==> config.mk <==
export PLATFORM = sky130hd
export DESIGN_NAME = spell_stack_unit
export DESIGN_NICKNAME = d
export VERILOG_FILES = /design/src/rtl/spell_stack_unit.sv
export SDC_FILE = /design/constraint.sdc
export NUM_CORES = 1
export LEC_CHECK = 0
export CORE_AREA = 2 2 232 234
export CTS_BUF_LIST = sky130_fd_sc_hd__clkbuf_4 sky130_fd_sc_hd__clkbuf_8
export DETAILED_ROUTE_END_ITERATION = 16
export DIE_AREA = 0 0 234 236
export DONT_BUFFER_PORTS = 1
export SYNTH_ARGS = -nofsm -noshare
export SYNTH_HDL_FRONTEND = slang
export SYNTH_SLANG_ARGS = --single-unit
==> constraint.sdc <==
create_clock -name clock -period 5.5 [get_ports clock]
set_input_delay 0.825 -clock clock [delete_from_list [all_inputs] [get_ports clock]]
set_output_delay 0.825 -clock clock [all_outputs]
set_load 0.01 [all_outputs]
==> src/rtl/spell_stack_unit.sv <==
// Parametrised data stack: one-cycle pop/push ops from execute, optional range checking, Wishbone debug window.
// Core ops commit at the clock edge; a WB write stalls the core for that cycle via op_ready.
module spell_stack_unit #(
  parameter int WIDTH   = 8,
  parameter int DEPTH   = 32,
  parameter int CHECKED = 1
) (
  input  logic                     clock,
  input  logic                     reset,
  input  logic                     op_valid,
  output logic                     op_ready,
  input  logic [1:0]               op_pop,
  input  logic [1:0]               op_push,
  input  logic [WIDTH-1:0]         op_top,
  input  logic [WIDTH-1:0]         op_belowtop,
  output logic [WIDTH-1:0]         top,
  output logic [WIDTH-1:0]         belowtop,
  output logic [$clog2(DEPTH):0]   sp,
  output logic                     full,
  output logic                     empty,
  output logic                     err_ovf,
  output logic                     err_unf,
  input  logic                     i_wb_cyc,
  input  logic                     i_wb_stb,
  input  logic                     i_wb_we,
  input  logic [7:0]               i_wb_addr,
  input  logic [31:0]              i_wb_data,
  output logic                     o_wb_ack,
  output logic [31:0]              o_wb_data
);
  localparam int AW  = $clog2(DEPTH);
  localparam int SPW = AW + 1;
  localparam logic [SPW:0]   DEPTH_N = (SPW+1)'(DEPTH);
  localparam logic [SPW-1:0] DEPTH_S = SPW'(DEPTH);
  localparam bit CHK = (CHECKED != 0);

  logic [WIDTH-1:0] stack_q [DEPTH];
  logic [SPW-1:0]   sp_q;
  logic [AW-1:0]    index_q;
  logic             ovf_q, unf_q, ack_q;
  logic [31:0]      rdata_q;

  logic [AW-1:0]    top_idx, bt_idx, idx1, idx2;
  logic [SPW:0]     nsp, pop_x, push_x;
  logic             unf_hit, ovf_hit, op_fire, op_commit;
  logic             wb_req, wb_wr, wb_rd, wb_ovf;
  logic [1:0]       clr;
  logic             ovf_d, unf_d;
  logic [SPW-1:0]   sp_load, sp_inc, sp_core;
  logic [31:0]      rdata_d;

  assign top_idx  = sp_q[AW-1:0] - AW'(1);
  assign bt_idx   = sp_q[AW-1:0] - AW'(2);
  assign top      = (CHK && sp_q == '0) ? '0 : stack_q[top_idx];
  assign belowtop = (CHK && sp_q < SPW'(2)) ? '0 : stack_q[bt_idx];
  assign sp       = sp_q;
  assign full     = CHK && (sp_q == DEPTH_S);
  assign empty    = (sp_q == '0);
  assign err_ovf  = ovf_q;
  assign err_unf  = unf_q;
  assign o_wb_ack = ack_q;
  assign o_wb_data = rdata_q;

  // One extra bit so both a negative result and an overshoot past DEPTH are visible.
  assign pop_x     = {{(SPW-1){1'b0}}, op_pop};
  assign push_x    = {{(SPW-1){1'b0}}, op_push};
  assign nsp       = {1'b0, sp_q} - pop_x + push_x;
  assign unf_hit   = CHK && (pop_x > {1'b0, sp_q});
  assign ovf_hit   = CHK && !unf_hit && (nsp > DEPTH_N);
  assign idx1      = nsp[AW-1:0] - AW'(1);
  assign idx2      = nsp[AW-1:0] - AW'(2);
  assign op_fire   = op_valid && op_ready;
  assign op_commit = op_fire && !unf_hit && !ovf_hit;

  assign wb_req   = i_wb_cyc && i_wb_stb && !ack_q;
  assign wb_wr    = wb_req && i_wb_we;
  assign wb_rd    = wb_req && !i_wb_we;
  assign op_ready = !wb_wr;
  assign wb_ovf   = wb_wr && (i_wb_addr == 8'h08) && full;

  // Flag clears lose to a set landing in the same cycle.
  assign clr   = (wb_wr && i_wb_addr == 8'h0C) ? i_wb_data[1:0] : 2'b00;
  assign ovf_d = (ovf_q && !clr[0]) || (op_fire && ovf_hit) || wb_ovf;
  assign unf_d = (unf_q && !clr[1]) || (op_fire && unf_hit);

  assign sp_load = CHK ? ((i_wb_data > 32'(DEPTH)) ? DEPTH_S : i_wb_data[SPW-1:0])
                       : {1'b0, i_wb_data[AW-1:0]};
  assign sp_inc  = CHK ? (sp_q + SPW'(1)) : {1'b0, sp_q[AW-1:0] + AW'(1)};
  assign sp_core = CHK ? nsp[SPW-1:0] : {1'b0, nsp[AW-1:0]};

  always_comb begin
    rdata_d = '0;
    case (i_wb_addr)
      8'h00:   rdata_d = 32'(sp_q);
      8'h04:   rdata_d = 32'(top);
      8'h0C:   rdata_d = {28'b0, full, empty, unf_q, ovf_q};
      8'h10:   rdata_d = 32'(index_q);
      8'h14:   rdata_d = 32'(stack_q[index_q]);
      default: rdata_d = '0;
    endcase
  end

  always_ff @(posedge clock) begin
    if (reset) begin
      sp_q    <= '0;
      index_q <= '0;
      ovf_q   <= 1'b0;
      unf_q   <= 1'b0;
      ack_q   <= 1'b0;
      rdata_q <= '0;
      for (int i = 0; i < DEPTH; i++) stack_q[i] <= '0;
    end else begin
      ack_q   <= wb_req;
      rdata_q <= wb_rd ? rdata_d : '0;
      ovf_q   <= ovf_d;
      unf_q   <= unf_d;
      if (wb_wr) begin
        case (i_wb_addr)
          8'h00: sp_q <= sp_load;
          8'h04: if (!(CHK && sp_q == '0)) stack_q[top_idx] <= i_wb_data[WIDTH-1:0];
          8'h08: if (!full) begin
            stack_q[sp_q[AW-1:0]] <= i_wb_data[WIDTH-1:0];
            sp_q <= sp_inc;
          end
          8'h10: index_q <= i_wb_data[AW-1:0];
          8'h14: stack_q[index_q] <= i_wb_data[WIDTH-1:0];
          default: ;
        endcase
      end else if (op_commit) begin
        sp_q <= sp_core;
        if (op_push != 2'd0) stack_q[idx1] <= op_top;
        if (op_push == 2'd2) stack_q[idx2] <= op_belowtop;
      end
    end
  end
endmodule

Word-level counts from Yosys, hierarchy flattened
Memories as Yosys holds them, arrays and structs flattened. A register that Yosys moved wholly into a read port is not among the register bits.
Index checks and enable logic that the tools add are counted.
{"block": "totals", "n_memories": 1, "out_inout_bits": 60, "ramBits": 256, "reg_bits": 46, "elab_cells": 117}
{"name": "stack_q", "words": 32, "width": 8, "rd": 3, "rd_clocked_by_memory_dff": 1, "wr": 32, "line": "37", "source": "logic [WIDTH-1:0] stack_q [DEPTH];"}
{"block": "op_classes", "n_addsub": 7, "reduce_logical": 37, "bitwise": 1, "order_cmp": 4, "n_eq_ne": 9, "muxes": 52}
{"operator": "$mux 8", "count": 7}
{"operator": "$pmux 8 s5", "count": 1}
{"operator": "$reduce_or 8->1", "count": 5}
{"operator": "$mux 5", "count": 7}
{"operator": "$gt 32x6->1 const B", "count": 1}
{"operator": "$mux 1", "count": 31}
{"operator": "$mux 6", "count": 4}
{"operator": "$eq 8x4->1 const B", "count": 2}
{"operator": "$eq 8x5->1 const B", "count": 2}
{"operator": "$logic_and 1x1->1", "count": 15}
{"operator": "$pmux 6 s2", "count": 1}
{"operator": "$sub 5x1->5 const B", "count": 2}
{"operator": "$sub 5x2->5 const B", "count": 2}
{"operator": "$eq 8x3->1 const B", "count": 1}
{"operator": "$logic_not 8->1", "count": 1}
{"operator": "$add 7x2->7", "count": 1}
{"operator": "$gt 7x6->1 const B", "count": 1}
{"operator": "$logic_not 1->1", "count": 7}
{"operator": "$sub 6x2->7", "count": 1}
{"operator": "$add 6x1->6 const B", "count": 1}
{"operator": "$eq 6x6->1 const B", "count": 1}
{"operator": "$gt 2x6->1", "count": 1}
{"operator": "$logic_not 6->1", "count": 1}
{"operator": "$lt 6x2->1 const B", "count": 1}
{"operator": "10 further kinds", "count": 13}

Longest topological paths before layout
{"block": "depth", "depth_word": 13, "ltp_mapped": 20, "depth_no_buf": 15}

Least setup slack after synthesis
Ideal clock, no wire load.
{"block": "synth_timing", "kind": "register -> register", "start": "reg sp_q[0] (netlist: sp[0])", "end": "mem stack_q[31][0], enable pin", "arrival_time_ns": 5.644, "synth_period_minus_slack_ns": 6.028, "required_ns": 5.116, "path_stages_with_launch": 19, "path_slack_ns": -0.528, "cell_sequence": "dfxtp_1 -> clkbuf_1 -> buf_2 -> clkbuf_1 -> clkbuf_1 -> inv_1 -> ha_1 -> inv_1 -> fa_1 -> inv_1 -> ha_1 -> nand2_1 -> a2111oi_0 -> o22ai_1 -> a211oi_4 -> buf_4 -> a32oi_2 -> buf_6 -> o21ai_0"}
{"element": "start, declared", "line": "38", "source": "logic [SPW-1:0] sp_q;"}
{"element": "start signal, assigned", "line": "119", "source": "8'h00: sp_q <= sp_load;"}
{"element": "start signal, assigned", "line": "123", "source": "sp_q <= sp_inc;"}
{"element": "start signal, assigned", "line": "130", "source": "sp_q <= sp_core;"}
{"element": "end, declared", "line": "37"}

Worst setup path after layout
{"block": "layout_timing", "start": "reg sp_q[0] (netlist: sp[0])", "end": "out top[0]"}
{"block": "layout_between", "elab_chain_len": 3, "word_cells_on_any_way": 4, "cone_classes": "add/sub (1); mux (1); reduce/logical (1); memory (1)"}
{"element": "$sub 5x1->5", "line": "52", "source": "assign top_idx = sp_q[AW-1:0] - AW'(1);"}
{"element": "$mem_v2 32x8"}
{"element": "$mux 8 *", "line": "54", "source": "assign top = (CHK && sp_q == '0) ? '0 : stack_q[top_idx];"}
{"element": "end, declared", "line": "16", "source": "output logic [WIDTH-1:0] top,"}
Mark *: on every way between the ends. The rest lies on a longest branch, timed or not.

==> impl_metrics.py <==
metrics = {
    "run_status": {
        "run_status": "finished clean",
    },
    "clock_tree": {
        "clk_latency_worst_skew_pair_ns": 0.62,
        "clk_path_buf_depth": 3,
        "cts_tree": "built",
        "tritoncts.num_buffers": 47,
        "cts_root_buffer": "clkbuf_8",
        "ctsHoldBuffers": 0,
        "clkSlewWorstSetupHoldPaths_ns": 0.06,
        "h-tree-depth": 2,
        "clkSinkCount": 283,
    },
    "synthesis": {
        "synthesis.area_per_instance_sq_um": 13.9,
        "ys_dominant_reg_cell": "edfxtp_1",
        "ys_ff_latch": 283,
        "synth_seq_area_share": 0.395,
        "count_of_flip_flops_with_a_built_in_enable_after_synthesis": 256,
        "synth-async-reset-ratio": 0,
        "synth_commonest_cells": "edfxtp_1, a22o_1, mux4_2, nand2_1, clkbuf_1",
        "synth_area_leaders": "edfxtp_1, mux4_2, a22o_1, dfxtp_1, nor3_4",
        "yosys.cell_types.count": 80,
        "synthMostInstantiatedCell": "edfxtp_1",
        "yosysWarnings": 0,
        "syn-instance-count": 1502,
        "yosys.area.top_type_share": 0.369,
        "yosysTopAreaCell": "edfxtp_1",
        "syn-cell-area_sq_um": 20800,
    },
    "worst_setup_path": {
        "crit_required_ns": 4.68,
        "crit_path_start_kind": "flop",
        "critical_path_class": "reg2out",
        "worst_setup_path_endpoint": "top[0]",
        "critical_path.startpoint": "sp[0]$_SDFFE_PP0P_",
        "cp_max_fo": 49,
        "rr_endpoint": "stack_q[30][7]$_DFFE_PP_",
        "data_arrival_time_of_the_worst_path_ns": 4.39,
        "critical_r2r_launch": "sp[1]$_SDFFE_PP0P_",
        "r2r_setup_slack_ns": 0.32,
        "ff2ff_path_depth": 14,
        "crit_path_end_kind": "primary output",
    },
    "floorplan": {
        "num_rows": 85,
        "design.core.area_sq_um": 53100,
        "die_area_sq_um": 55200,
        "die_w_um": 234,
        "start_util": 0.393,
        "die_height_um": 236,
        "number_of_top_level_design_ports": 126,
    },
    "cells_and_area": {
        "postLayoutCellArea_sq_um": 22900,
        "layout.cells.non_filler": 2247,
        "layout-area-overhead-vs-synth_pct": 9.77,
        "drive_gt1_frac": 0.325,
        "finalCoreUtilization": 0.431,
        "nNetsFinal": 1607,
    },
    "placement": {
        "io_buffer_count": 0,
        "numPlacedInstances": 2160,
        "placement.cell_area_sq_um": 21900,
        "dp.final_hpwl_mm": 58.8,
        "place_worst_setup_slack_ns": 0.0526,
        "gp_congestion": 1.01,
    },
    "drt": {
        "detail_route.drc_violations": 0,
        "via_per_inst": 7.27,
        "detail-route-antenna-nets": 0,
        "drt_pre_antenna_iters": 7,
        "route.detailed.wl_per_inst_um": 35.9,
        "postRouteWirelength_mm": 80.7,
        "via_count": 16325,
        "drt_iter0_drc": 2682,
    },
    "sta": {
        "rsz0062_at_grt": "no",
        "clock.fmax_ghz": 0.192,
        "timing.final.max_slew_violations": 0,
        "final_layout_setup_total_negative_slack_ns": 0,
        "measured_slew_at_the_worst_slew_check_pin_ns": 1.17,
        "final-setup-viol-count": 0,
        "setup_skew_after_layout_ns": 0.0212,
        "post-route-worst-setup-slack_ns": 0.288,
        "maxSlewHeadroom": 0.220,
        "finalHoldViolations": 0,
        "final_min_period_over_clock_period": 0.948,
        "final.hold.worst_slack_ns": 0.273,
        "final.min_clock_period_ns": 5.21,
    },
    "pwr": {
        "power-per-cell-area_nw_per_um2": 412,
        "total_power_mw": 9.42,
        "p_sw_mw": 4.32,
        "p_int_mw": 5.10,
        "power.static_leakage_nw": 7.57,
        "netSwitchingFraction": 0.459,
        "seq_power_share": 0.267,
        "p_clk_frac": 0.218,
        "power.share.combinational": 0.514,
        "maximum_vdd_drop_mv": 0.345,
    },
    "grt": {
        "grt_remaining_overflow": 0,
        "grt_antenna_before_repair": 5,
        "grt_first_pass_wirelength_mm": 116,
        "grtUsageTotal": 0.291,
        "grt_start_max_net_pins": 52,
        "grt_pass1_vias": 15387,
    },
    "min_path": {
        "hold_path_class": "in2reg",
        "hold-path-cell-count": 1,
    },
    "flow_run": {
        "maxCapViolations": 0,
    },
}
==> flip-flops by register name, summed over array words and instances (netlist names), named ones only <==
register   count
err_unf        1
err_ovf        1
sp             6
o_wb_ack       1
stack_q      256
o_wb_data      8
index_q        5
==> routing by layer <==
layer	vias up	wire, um	global-route usage
met1	8296	28900	0.391
met4	2	5370	0.158
met5	-	37	0
li1	6375	-	-
met3	242	10400	0.0685
met2	1410	36000	0.435
==> worst max-delay path, cell delays in order, from the launching register on <==
cell,delay [ns]
dfxtp_4,0.44
buf_4,0.72
buf_6,0.64
mux4_2,0.63
mux4_2,0.58
mux2i_1,0.45
nor2_1,0.20
==> timing repair <==
action,CTS,global route
setup endpoints to repair,0,8
gates resized for setup,0,1
buffers inserted,0,0
==> layout make-up <==
cell class	instances	area, sq um
Fill cell	4756	30200
Multi-Input combinational cell	1054	11900
Sequential cell	283	8240
Tap cell	696	871
Timing Repair Buffer	99	772
Clock buffer	55	719
Clock inverter	30	279
Inverter	28	105
Antenna cell	2	5.00
==> worst min path at each step <==
stage / startpoint / end
final: reset / sp[0]$_SDFFE_PP0P_
after global routing: reset / sp[1]$_SDFFE_PP0P_
after detailed placement: index_q[1]$_SDFFE_PP0P_ / flop
after CTS: reset / sp[0]$_SDFFE_PP0P_
after floorplan: o_wb_ack$_SDFF_PP0_ / o_wb_ack$_SDFF_PP0_
after global placement: sp[0]$_SDFFE_PP0P_ / sp[0]$_SDFFE_PP0P_
==> power groups by stage <==
stage	Sequential, mW	Clock (mW)	Combinational (mW)
final	2.52	2.06	4.85
after floorplan	2.53	0	3.03
after detailed placement	2.56	0	4.68
after global routing	2.52	2.14	4.95
after global placement	2.55	0	4.64
after CTS	2.51	2.06	4.70
==> logic make-up after synthesis <==
family,synth area share
XOR/XNOR,0.0105
AO/OA/AOI/OAI,0.160
AND/OR/NAND/NOR,0.0988
buffers and inverters,0.0425
adder cells (fa/ha/maj),0.0175
other,0.000180
multiplexers,0.276
flip-flops,0.395
==> cells in the final DEF (no fill, tap or decap), types with 12 or more instances in the layout <==
| master | instances |
|---|---|
| a211o_1 | 29 |
| a21oi_1 | 29 |
| a22o_1 | 240 |
| and3_1 | 14 |
| buf_4 | 96 |
| clkbuf_8 | 49 |
| conb_1 | 24 |
| dfxtp_1 | 23 |
| edfxtp_1 | 256 |
| ha_1 | 25 |
| inv_1 | 27 |
| mux2i_1 | 27 |
| mux4_2 | 240 |
| nand2_1 | 79 |
| nand3_1 | 17 |
| nor2_1 | 61 |
| nor3_1 | 13 |
| nor3_4 | 25 |
| nor4_1 | 20 |
| nor4_4 | 12 |
| o21ai_0 | 28 |
| o21ai_1 | 12 |
(Power assumes the default switching activity.)
